==> config.mk <==
export PLATFORM = sky130hd
export DESIGN_NAME = instr_classify_stage
export DESIGN_NICKNAME = d
export VERILOG_FILES = /design/src/rtl/classify_pkg.sv /design/src/rtl/classify_skid_buf.sv /design/src/rtl/instr_classify_stage.sv
export SDC_FILE = /design/constraint.sdc
export NUM_CORES = 1
export LEC_CHECK = 0
export BUFFER_PORTS_ARGS = -buffer_cell sky130_fd_sc_hd__buf_2
export CORE_MARGIN = 1.5
export CORE_UTILIZATION = 35
export CTS_BUF_LIST = sky130_fd_sc_hd__clkbuf_16
export CTS_CLUSTER_DIAMETER = 80
export DETAILED_ROUTE_END_ITERATION = 10
export MAX_ROUTING_LAYER = met4
export PLACE_DENSITY_LB_ADDON = 0.12
export SETUP_SLACK_MARGIN = 0.2
export SLEW_MARGIN = 20
export SYNTH_ARGS = -nofsm -noshare
export SYNTH_HDL_FRONTEND = slang
export SYNTH_HIERARCHICAL = 1
export SYNTH_SLANG_ARGS = --single-unit
==> constraint.sdc <==
create_clock -name clk -period 4.7 [get_ports clk]
set_input_delay 0.705 -clock clk [delete_from_list [all_inputs] [get_ports clk]]
set_output_delay 0.705 -clock clk [all_outputs]
set_load 0.01 [all_outputs]
==> src/rtl/classify_pkg.sv <==
// classify_pkg
//   Shared definitions for the instruction classification stage.
//   - 4-bit opcode constants for the CAP2019 base opcode space
//   - one-hot class bit positions (CLS_R, CLS_I, CLS_J, CLS_ILL)
//   - classify_op(): maps an opcode to its one-hot class
package classify_pkg;

  // Base opcode space (low 4 bits of the opcode field)
  localparam logic [3:0] OP_ADD  = 4'h0;
  localparam logic [3:0] OP_ADDI = 4'h1;
  localparam logic [3:0] OP_SUB  = 4'h2;
  localparam logic [3:0] OP_LW   = 4'h3;
  localparam logic [3:0] OP_AND  = 4'h4;
  localparam logic [3:0] OP_OR   = 4'h5;
  localparam logic [3:0] OP_XOR  = 4'h6;
  localparam logic [3:0] OP_SW   = 4'h7;
  localparam logic [3:0] OP_BEQ  = 4'h8;
  localparam logic [3:0] OP_BNE  = 4'h9;
  localparam logic [3:0] OP_SLTI = 4'hA;
  localparam logic [3:0] OP_SLT  = 4'hB;
  localparam logic [3:0] OP_ANDI = 4'hC;
  localparam logic [3:0] OP_SLL  = 4'hD;
  localparam logic [3:0] OP_ORI  = 4'hE;
  localparam logic [3:0] OP_JMP  = 4'hF;

  // Bit positions inside the one-hot class vector {ill, j, i, r}
  localparam int CLS_R   = 0;
  localparam int CLS_I   = 1;
  localparam int CLS_J   = 2;
  localparam int CLS_ILL = 3;

  // upper_nz: any opcode bit above bit 3 is set (always illegal).
  // op_lo   : the low four opcode bits.
  function automatic logic [3:0] classify_op(input logic upper_nz, input logic [3:0] op_lo);
    logic [3:0] cls;
    cls = 4'b0000;
    if (upper_nz) begin
      cls[CLS_ILL] = 1'b1;
    end else begin
      case (op_lo)
        OP_ADD, OP_SUB, OP_AND, OP_OR, OP_XOR, OP_SLT, OP_SLL:
          cls[CLS_R] = 1'b1;
        OP_ADDI, OP_LW, OP_SW, OP_BEQ, OP_BNE, OP_SLTI, OP_ANDI, OP_ORI:
          cls[CLS_I] = 1'b1;
        OP_JMP:
          cls[CLS_J] = 1'b1;
        default:
          cls[CLS_ILL] = 1'b1;
      endcase
    end
    return cls;
  endfunction

endpackage

==> src/rtl/classify_skid_buf.sv <==
// classify_skid_buf
//   Generic two-entry elastic buffer (head + skid) with valid/ready on both
//   sides and a synchronous flush. Strictly FIFO; in_ready depends only on
//   registered state (plus rst/flush gating), never on out_ready.
// Ports:
//   clk, rst             clock, asynchronous active-high reset
//   flush                discard both entries at the next edge
//   in_valid/in_ready    upstream handshake, in_data payload
//   out_valid/out_ready  downstream handshake, out_data payload (head entry)
module classify_skid_buf #(
  parameter int DATA_W = 36
) (
  input  logic              clk,
  input  logic              rst,
  input  logic              flush,
  input  logic              in_valid,
  output logic              in_ready,
  input  logic [DATA_W-1:0] in_data,
  output logic              out_valid,
  input  logic              out_ready,
  output logic [DATA_W-1:0] out_data
);

  logic              head_valid_q, head_valid_d;
  logic [DATA_W-1:0] head_data_q,  head_data_d;
  logic              skid_valid_q, skid_valid_d;
  logic [DATA_W-1:0] skid_data_q,  skid_data_d;
  logic              accept;
  logic              retire;

  // Ready is simply "skid is free"; no acceptance during reset or flush.
  assign in_ready  = !rst && !flush && !skid_valid_q;
  assign out_valid = head_valid_q;
  assign out_data  = head_data_q;

  assign accept = in_valid && in_ready;
  assign retire = head_valid_q && out_ready;

  always_comb begin
    head_valid_d = head_valid_q;
    head_data_d  = head_data_q;
    skid_valid_d = skid_valid_q;
    skid_data_d  = skid_data_q;
    if (flush) begin
      head_valid_d = 1'b0;
      skid_valid_d = 1'b0;
    end else if (retire) begin
      if (skid_valid_q) begin
        // Skid refills head; no accept is possible because in_ready was low.
        head_data_d  = skid_data_q;
        skid_valid_d = 1'b0;
      end else if (accept) begin
        head_data_d = in_data;
      end else begin
        head_valid_d = 1'b0;
      end
    end else if (accept) begin
      if (!head_valid_q) begin
        head_valid_d = 1'b1;
        head_data_d  = in_data;
      end else begin
        // Head is stalled: park the new word in the skid register.
        skid_valid_d = 1'b1;
        skid_data_d  = in_data;
      end
    end
  end

  always_ff @(posedge clk or posedge rst) begin
    if (rst) begin
      head_valid_q <= 1'b0;
      head_data_q  <= '0;
      skid_valid_q <= 1'b0;
      skid_data_q  <= '0;
    end else begin
      head_valid_q <= head_valid_d;
      head_data_q  <= head_data_d;
      skid_valid_q <= skid_valid_d;
      skid_data_q  <= skid_data_d;
    end
  end

endmodule

==> src/rtl/instr_classify_stage.sv <==
// instr_classify_stage
//   Registered fetch->decode stage that tags each instruction word as R, I,
//   J or illegal (one-hot {ill, j, i, r}) at acceptance, then forwards word
//   and tag through a two-entry elastic buffer.
// Ports:
//   clk, rst                  clock, asynchronous active-high reset
//   flush                     discard all buffered words
//   in_valid/in_ready/in_instr      upstream handshake and word
//   out_valid/out_ready/out_instr   downstream handshake and word
//   out_class                 one-hot class of out_instr
//   cnt_r/cnt_i/cnt_j/cnt_ill saturating retire counters per class
// Build option:
//   CLASSIFY_STATS_EN - when defined, the four counters and their ports exist.
module instr_classify_stage
  import classify_pkg::*;
#(
  parameter int INSTR_W  = 32,
  parameter int OPCODE_W = 6,
  parameter int CNT_W    = 16
) (
  input  logic               clk,
  input  logic               rst,
  input  logic               flush,
  input  logic               in_valid,
  output logic               in_ready,
  input  logic [INSTR_W-1:0] in_instr,
  output logic               out_valid,
  input  logic               out_ready,
  output logic [INSTR_W-1:0] out_instr,
  output logic [3:0]         out_class
`ifdef CLASSIFY_STATS_EN
  ,
  output logic [CNT_W-1:0]   cnt_r,
  output logic [CNT_W-1:0]   cnt_i,
  output logic [CNT_W-1:0]   cnt_j,
  output logic [CNT_W-1:0]   cnt_ill
`endif
);

  localparam int PAY_W = INSTR_W + 4;

  // Elaboration-time parameter sanity.
  if (OPCODE_W < 4)       begin : g_bad_opw   $error("OPCODE_W must be >= 4"); end
  if (INSTR_W < OPCODE_W) begin : g_bad_instw $error("INSTR_W must be >= OPCODE_W"); end
  if (CNT_W < 1)          begin : g_bad_cntw  $error("CNT_W must be >= 1"); end

  logic [OPCODE_W-1:0] op;
  logic                upper_nz;
  logic [3:0]          in_class;
  logic [PAY_W-1:0]    buf_in_data;
  logic [PAY_W-1:0]    buf_out_data;

  assign op = in_instr[INSTR_W-1 -: OPCODE_W];

  // Opcodes wider than 4 bits are illegal whenever an upper bit is set.
  if (OPCODE_W > 4) begin : g_upper
    assign upper_nz = |op[OPCODE_W-1:4];
  end else begin : g_no_upper
    assign upper_nz = 1'b0;
  end

  assign in_class    = classify_op(upper_nz, op[3:0]);
  assign buf_in_data = {in_instr, in_class};

  classify_skid_buf #(
    .DATA_W(PAY_W)
  ) u_buf (
    .clk       (clk),
    .rst       (rst),
    .flush     (flush),
    .in_valid  (in_valid),
    .in_ready  (in_ready),
    .in_data   (buf_in_data),
    .out_valid (out_valid),
    .out_ready (out_ready),
    .out_data  (buf_out_data)
  );

  assign out_instr = buf_out_data[PAY_W-1:4];
  assign out_class = buf_out_data[3:0];

`ifdef CLASSIFY_STATS_EN
  // A retire coinciding with flush is discarded and not counted.
  logic                  retire_cnt;
  logic [3:0][CNT_W-1:0] cnt_all;

  assign retire_cnt = out_valid && out_ready && !flush;

  for (genvar gi = 0; gi < 4; gi++) begin : g_cnt
    logic [CNT_W-1:0] cnt_q, cnt_d;

    always_comb begin
      cnt_d = cnt_q;
      if (retire_cnt && out_class[gi] && (cnt_q != {CNT_W{1'b1}})) begin
        cnt_d = cnt_q + 1'b1;
      end
    end

    always_ff @(posedge clk or posedge rst) begin
      if (rst) cnt_q <= '0;
      else     cnt_q <= cnt_d;
    end

    assign cnt_all[gi] = cnt_q;
  end

  assign cnt_r   = cnt_all[CLS_R];
  assign cnt_i   = cnt_all[CLS_I];
  assign cnt_j   = cnt_all[CLS_J];
  assign cnt_ill = cnt_all[CLS_ILL];
`endif

endmodule

# Word-level counts from Yosys, hierarchy flattened
# Index checks and enable logic that the tools add are counted.
# word_totals
ff_bits	74
latch_bits	0
ramBits	0
rom_bits	0
input_bits	37
wordCells	62
memories	0
# op_classes
addsub	0
multipliers	0
div	0
magnitude_cmp	0
eq_ne	18
shift	0
n_mux	19
bitwise	2
reduce_logical	19
# op_table
operator	n
two-way mux 36 bit	5
== test 4 bit, second input constant	8
== test 4 x 3 -> 1 bit, second input constant	4
two-way mux 1 bit	13
== test 4 x 2 -> 1 bit, second input constant	2
AND reduction 4 bit	2
OR reduction 8 bit	1
OR reduction 7 bit	1
!= test 3 bit, second input constant	2
nonzero test 3 bit	2
== test 4 x 1 -> 1 bit, second input constant	1
logical AND 1 bit	4
logical NOT 4 bit	1
nonzero test 2 bit	2
logical NOT 1 bit	3
two-way mux 3 bit	1
AND reduction 3 bit	1
!= test 2 bit, second input constant	1
NOT 1 bit	2
AND reduction 2 bit	1
OR reduction 2 bit	1

# Logic depth before layout (Yosys ltp)
# depth
word_depth	8
ltp_mapped	6
ltp_nobuf	5

# Modules after synthesis
# The synthesis kept the hierarchy.
# modules_own_cells
module	n_inst	cells_per_inst	area_each_um2	seq_area_each_um2
classify_skid_buf	1	210	3533.4	1851.8
instr_classify_stage	1	11	71.3	0.0

# Worst setup path after synthesis
# No wires, ideal clock.
# synth_timing
path_type	input port to flip-flop
start	input port in_valid
end	register u_buf.head_data_q[0], in the netlist u_buf/out_data[0]
arrival_time_ns	1.760
t_required_ns	4.575
path_slack_ns	2.815
cell_stages	5
n_path_buf	2
cell_sequence	nor2b_1 > o2111a_1 > buf_4 > buf_6 > mux2_4
# synth_via
elab_chain_len	3
word_cells_on_any_way	4
cone_classes	reduce/logical (4)
# synth_lines
element	line_no	text
start, declared	instr_classify_stage.sv:24	input logic in_valid,
logical AND 1 bit *	classify_skid_buf.sv:36	assign accept = in_valid && in_ready;
nonzero test 2 bit (no line)	-	
AND reduction 4 bit (no line) *	-	
end signal, assigned	classify_skid_buf.sv:77	head_data_q <= head_data_d;
end, declared	classify_skid_buf.sv:25	logic [DATA_W-1:0] head_data_q, head_data_d;
# Mark *: on every way between the ends. The rest lies on a longest branch, timed or not.
# A chain may end at the register's enable or synchronous reset.

# Worst setup path after layout
# layout_timing
start	input port rst
end	register u_buf.head_data_q[29], in the netlist u_buf/out_data[29]
# layout_via
elab_chain_len	6
word_cells_on_any_way	7
cone_classes	reduce/logical (7)
# layout_lines
element	line_no	text
start, declared	instr_classify_stage.sv:22	input logic rst,
logical NOT 1 bit (no line) *	-	
logical AND 1 bit * (2 in series)	classify_skid_buf.sv:32	assign in_ready = !rst && !flush && !skid_valid_q;
logical AND 1 bit *	classify_skid_buf.sv:36	
nonzero test 2 bit (no line)	-	
AND reduction 4 bit (no line) *	-	
# Marks and branches as above.

==> results.yml <==
cts:
  maximum_number_of_buffers_from_clock_root_to_sink: 2
  cts_made_buffers: 9
  cts.htree.levels: 3
  clock_pin_slew_on_the_worst_setup_and_hold_paths_ns: 0.05
  total_of_cells_resized_after_clock_tree_synthesis: 0
  cts-hold-fix-buffers: 0
  worstSkewPairLatency_ns: 0.32
  cts_sinks: 74
  cts_tree: "built"
  post-cts-setup-buffers: 0
  ctsRootBufferMaster: "sky130_fd_sc_hd__clkbuf_16"
setup_path:
  timing.critical_path.max_delay_family: "compound AO/OA/AOI/OAI gates"
  critical_path_startpoint_category: "input port"
  slowest_delay_ns: 0.90
  critPathKind: "input port to register"
  cp.arrival_ns: 2.71
  cp_data_required_time_ns: 4.91
  worstPathMaxFanout: 27
  reg2reg_to: "u_buf/out_data[29]$_DFFE_PP0P_"
  worst-path-stages: 5
  cp_cell_sequence: "buf_2, nor2b_1, o2111a_2, buf_4, mux2_2"
  r2r.worst_path.cells: 4
  crit_path_slowest_cell: "sky130_fd_sc_hd__o2111a_2"
  setup.reg_to_reg.worst_slack_ns: 2.31
  crit-reg2reg-launch: "u_buf/out_valid$_DFFE_PP0P_"
  cp_num_buf_inv: 2
  cp-end-kind: "register"
place:
  place.gp.congestion: 0.6741
  dp_hpwl_mm: 4.085
  portBuffers: 74
  place_area_mm2: 0.004034
synthesis:
  count_of_flip_flops_with_a_built_in_enable_after_synthesis: 0
  syn-cell-area_mm2: 0.003605
  yosysWarningCount: 6
  synthArstFlopShare: 1.000
  syn-mean-instance-area_um2: 16.31
  post-synth-top-area-fraction: 0.5137
  nets_in_the_synthesized_netlist: 258
  netlist-cell-type-count: 22
  syn-instance-count: 221
  synth_top_cells_by_count: "74 x sky130_fd_sc_hd__dfrtp_1, 60 x sky130_fd_sc_hd__mux2_4, 48 x sky130_fd_sc_hd__mux2_2, 10 x sky130_fd_sc_hd__buf_6"
  count_leader_synth: "sky130_fd_sc_hd__dfrtp_1"
  synth_seq_area_share: 0.5137
  synth_area_leader_cell: "sky130_fd_sc_hd__dfrtp_1"
  synth-seq-cells: 74
  synth.area.top_cells: "sky130_fd_sc_hd__dfrtp_1 51%, sky130_fd_sc_hd__mux2_4 25%, sky130_fd_sc_hd__mux2_2 15%"
  synth_ff_type: "sky130_fd_sc_hd__dfrtp_1"
power:
  clock_power_share: 0.338
  pwr-share-seq: 0.469
  leakagePower_nw: 2.204
  comb_power_share: 0.193
  power.switching_fraction: 0.2498
  p_switching_mw: 0.4347
  peakVddDrop_uv: 232.9
  power_per_cell_area_mw_per_mm2: 405.8
  power.internal_mw: 1.306
timing:
  fmax_mhz: 399.0
  totalNegativeSetupSlack_ns: 0
  final_hold_viol_count: 0
  finalSetupViolCount: 0
  period_needed_ns: 2.506
  grt_setup_unrepaired: "no"
  worst-slew-pin-transition_ns: 1.028
  max_slew_margin: 0.3139
  timing.clock.skew_ns: 0.003816
  timing_max_transition_violations_final: 0
  post-route-period-util: 0.5332
floorplanning:
  floorplan.die.height_um: 104.5
  design.die.area_mm2: 0.01092
  fp-row-count: 36
  floorplan.core_area_mm2: 0.009864
  initial_core_util: 0.3654
  pin_count: 75
  die-width_um: 104.5
detailed_routing:
  detail_route.vias_per_cell: 4.684
  drc: 0
  antenna_violating_nets_post_route: 0
  drt_wl_total_mm: 6.488
  wire_per_inst_um: 14.95
  detailroute.via_count: 2033
  detailedRoute.firstPassIterationCount: 4
  1st_iter_drt_viols: 19
global_route:
  antenna_found_initial: 0
  grt_pass1_vias: 2022
  track_usage: 0.1287
  global_route.overflow_total: 0
  grt_start_max_net_pins: 42
  grt_first_pass_wirelength_mm: 10.44
layout:
  area_added_between_synthesis_and_finish_pct: 18.99
  diodes: 0
  design.final.nets: 333
  filler_cell_count: 925
  final_design_area_no_fill_mm2: 0.004289
  final_layout_size_suffix_gt1_frac: 0.6711
outcome:
  status: "finished clean"
hold_path:
  class_of_the_most_critical_hold_timing_path: "input port to asynchronous set/reset pin"
run:
  max-cap-violations: 0
## worst reg2reg max path, cell delays in order (launching register included)
cell                       delay, ns
sky130_fd_sc_hd__dfrtp_1        0.51
sky130_fd_sc_hd__nand2b_1       0.16
sky130_fd_sc_hd__o2111a_2       0.87
sky130_fd_sc_hd__buf_4          0.38
sky130_fd_sc_hd__mux2_2         0.35
## area by class of cell
cell class | instances | area [um2] | area share
inverters | 3 | 12.51 | 0.002917
well taps | 133 | 166.4 | 0.03880
multi-input cells | 132 | 1618 | 0.3772
flip-flops and latches | 74 | 1852 | 0.4317
clock inverters | 7 | 30.03 | 0.007001
repair buffers | 76 | 385.4 | 0.08985
clock buffers | 9 | 225.2 | 0.05251
## power groups by stage
stage	registers (mW)	logic, mW	clock network [mW]
2_1_floorplan	0.850	0.192	0
3_3_place_gp	0.826	0.335	0
4_1_cts	0.818	0.342	0.617
3_5_place_dp	0.828	0.341	0
5_1_grt	0.832	0.364	0.644
6_report	0.816	0.335	0.589
## per-layer routing
metal,track usage,up-vias,part of all wire
li1,-,940,-
met1,0.1549,1038,0.45
met2,0.1964,49,0.48
met3,0.05388,6,0.059
met4,0.03869,0,0.0091
met5,-,-,0
## how the worst max path moves through the flow
stage | startpoint | endpoint
floorplan | rst | u_buf/out_data[0]$_DFFE_PP0P_
global placement | rst | u_buf/out_data[29]$_DFFE_PP0P_
detailed placement | rst | u_buf/out_data[29]$_DFFE_PP0P_
CTS | rst | u_buf/out_data[29]$_DFFE_PP0P_
global route | rst | u_buf/out_data[27]$_DFFE_PP0P_
finish | rst | u_buf/out_data[29]$_DFFE_PP0P_
## per-stage QoR
stage | hold WS, ns | setup WS [ns] | total power [mW] | std cells | utilization
after floorplan | 0.4753 | 2.113 | 1.042 | 221 | -
after global routing | 0.4922 | 2.089 | 1.840 | 434 | 0.4348
after detailed placement | 0.4884 | 1.841 | 1.169 | 418 | 0.4089
after global placement | 0.4836 | 1.863 | 1.161 | 418 | 0.4089
after CTS | 0.4636 | 2.183 | 1.778 | 434 | 0.4348
final | 0.4413 | 2.194 | 1.740 | 434 | 0.4348
## sequential cells by signal, indices dropped and copies added (netlist names)
register	count
u_buf/out_data	36
u_buf/out_valid	1
u_buf/skid_data_q	36
u_buf/skid_valid_q	1
## placed cells by master (no fill, tap or decap), drive strengths merged, types with 2 or more instances in the layout
| cell type | instances |
|---|---|
| nor3 | 5 |
| dfrtp | 74 |
| clkbuf | 9 |
| nand2 | 2 |
| o211a | 2 |
| mux2 | 108 |
| a21oi | 2 |
| nor2b | 2 |
| buf | 76 |
| nand3 | 2 |
| nand2b | 3 |
| clkinv | 5 |
| inv | 5 |
## logic make-up (layout without fill, tap and decap cells)
kind of cell    count (synthesis)  in the layout  share of synthesized area
mux                           108            108                     0.3999
flops                          74             74                     0.5137
simple gates                   17             17                    0.03298
compound gates                  7              7                    0.01562
buf+inv                        15             95                    0.03783
No activity file was read; power rests on OpenSTA's default activity.
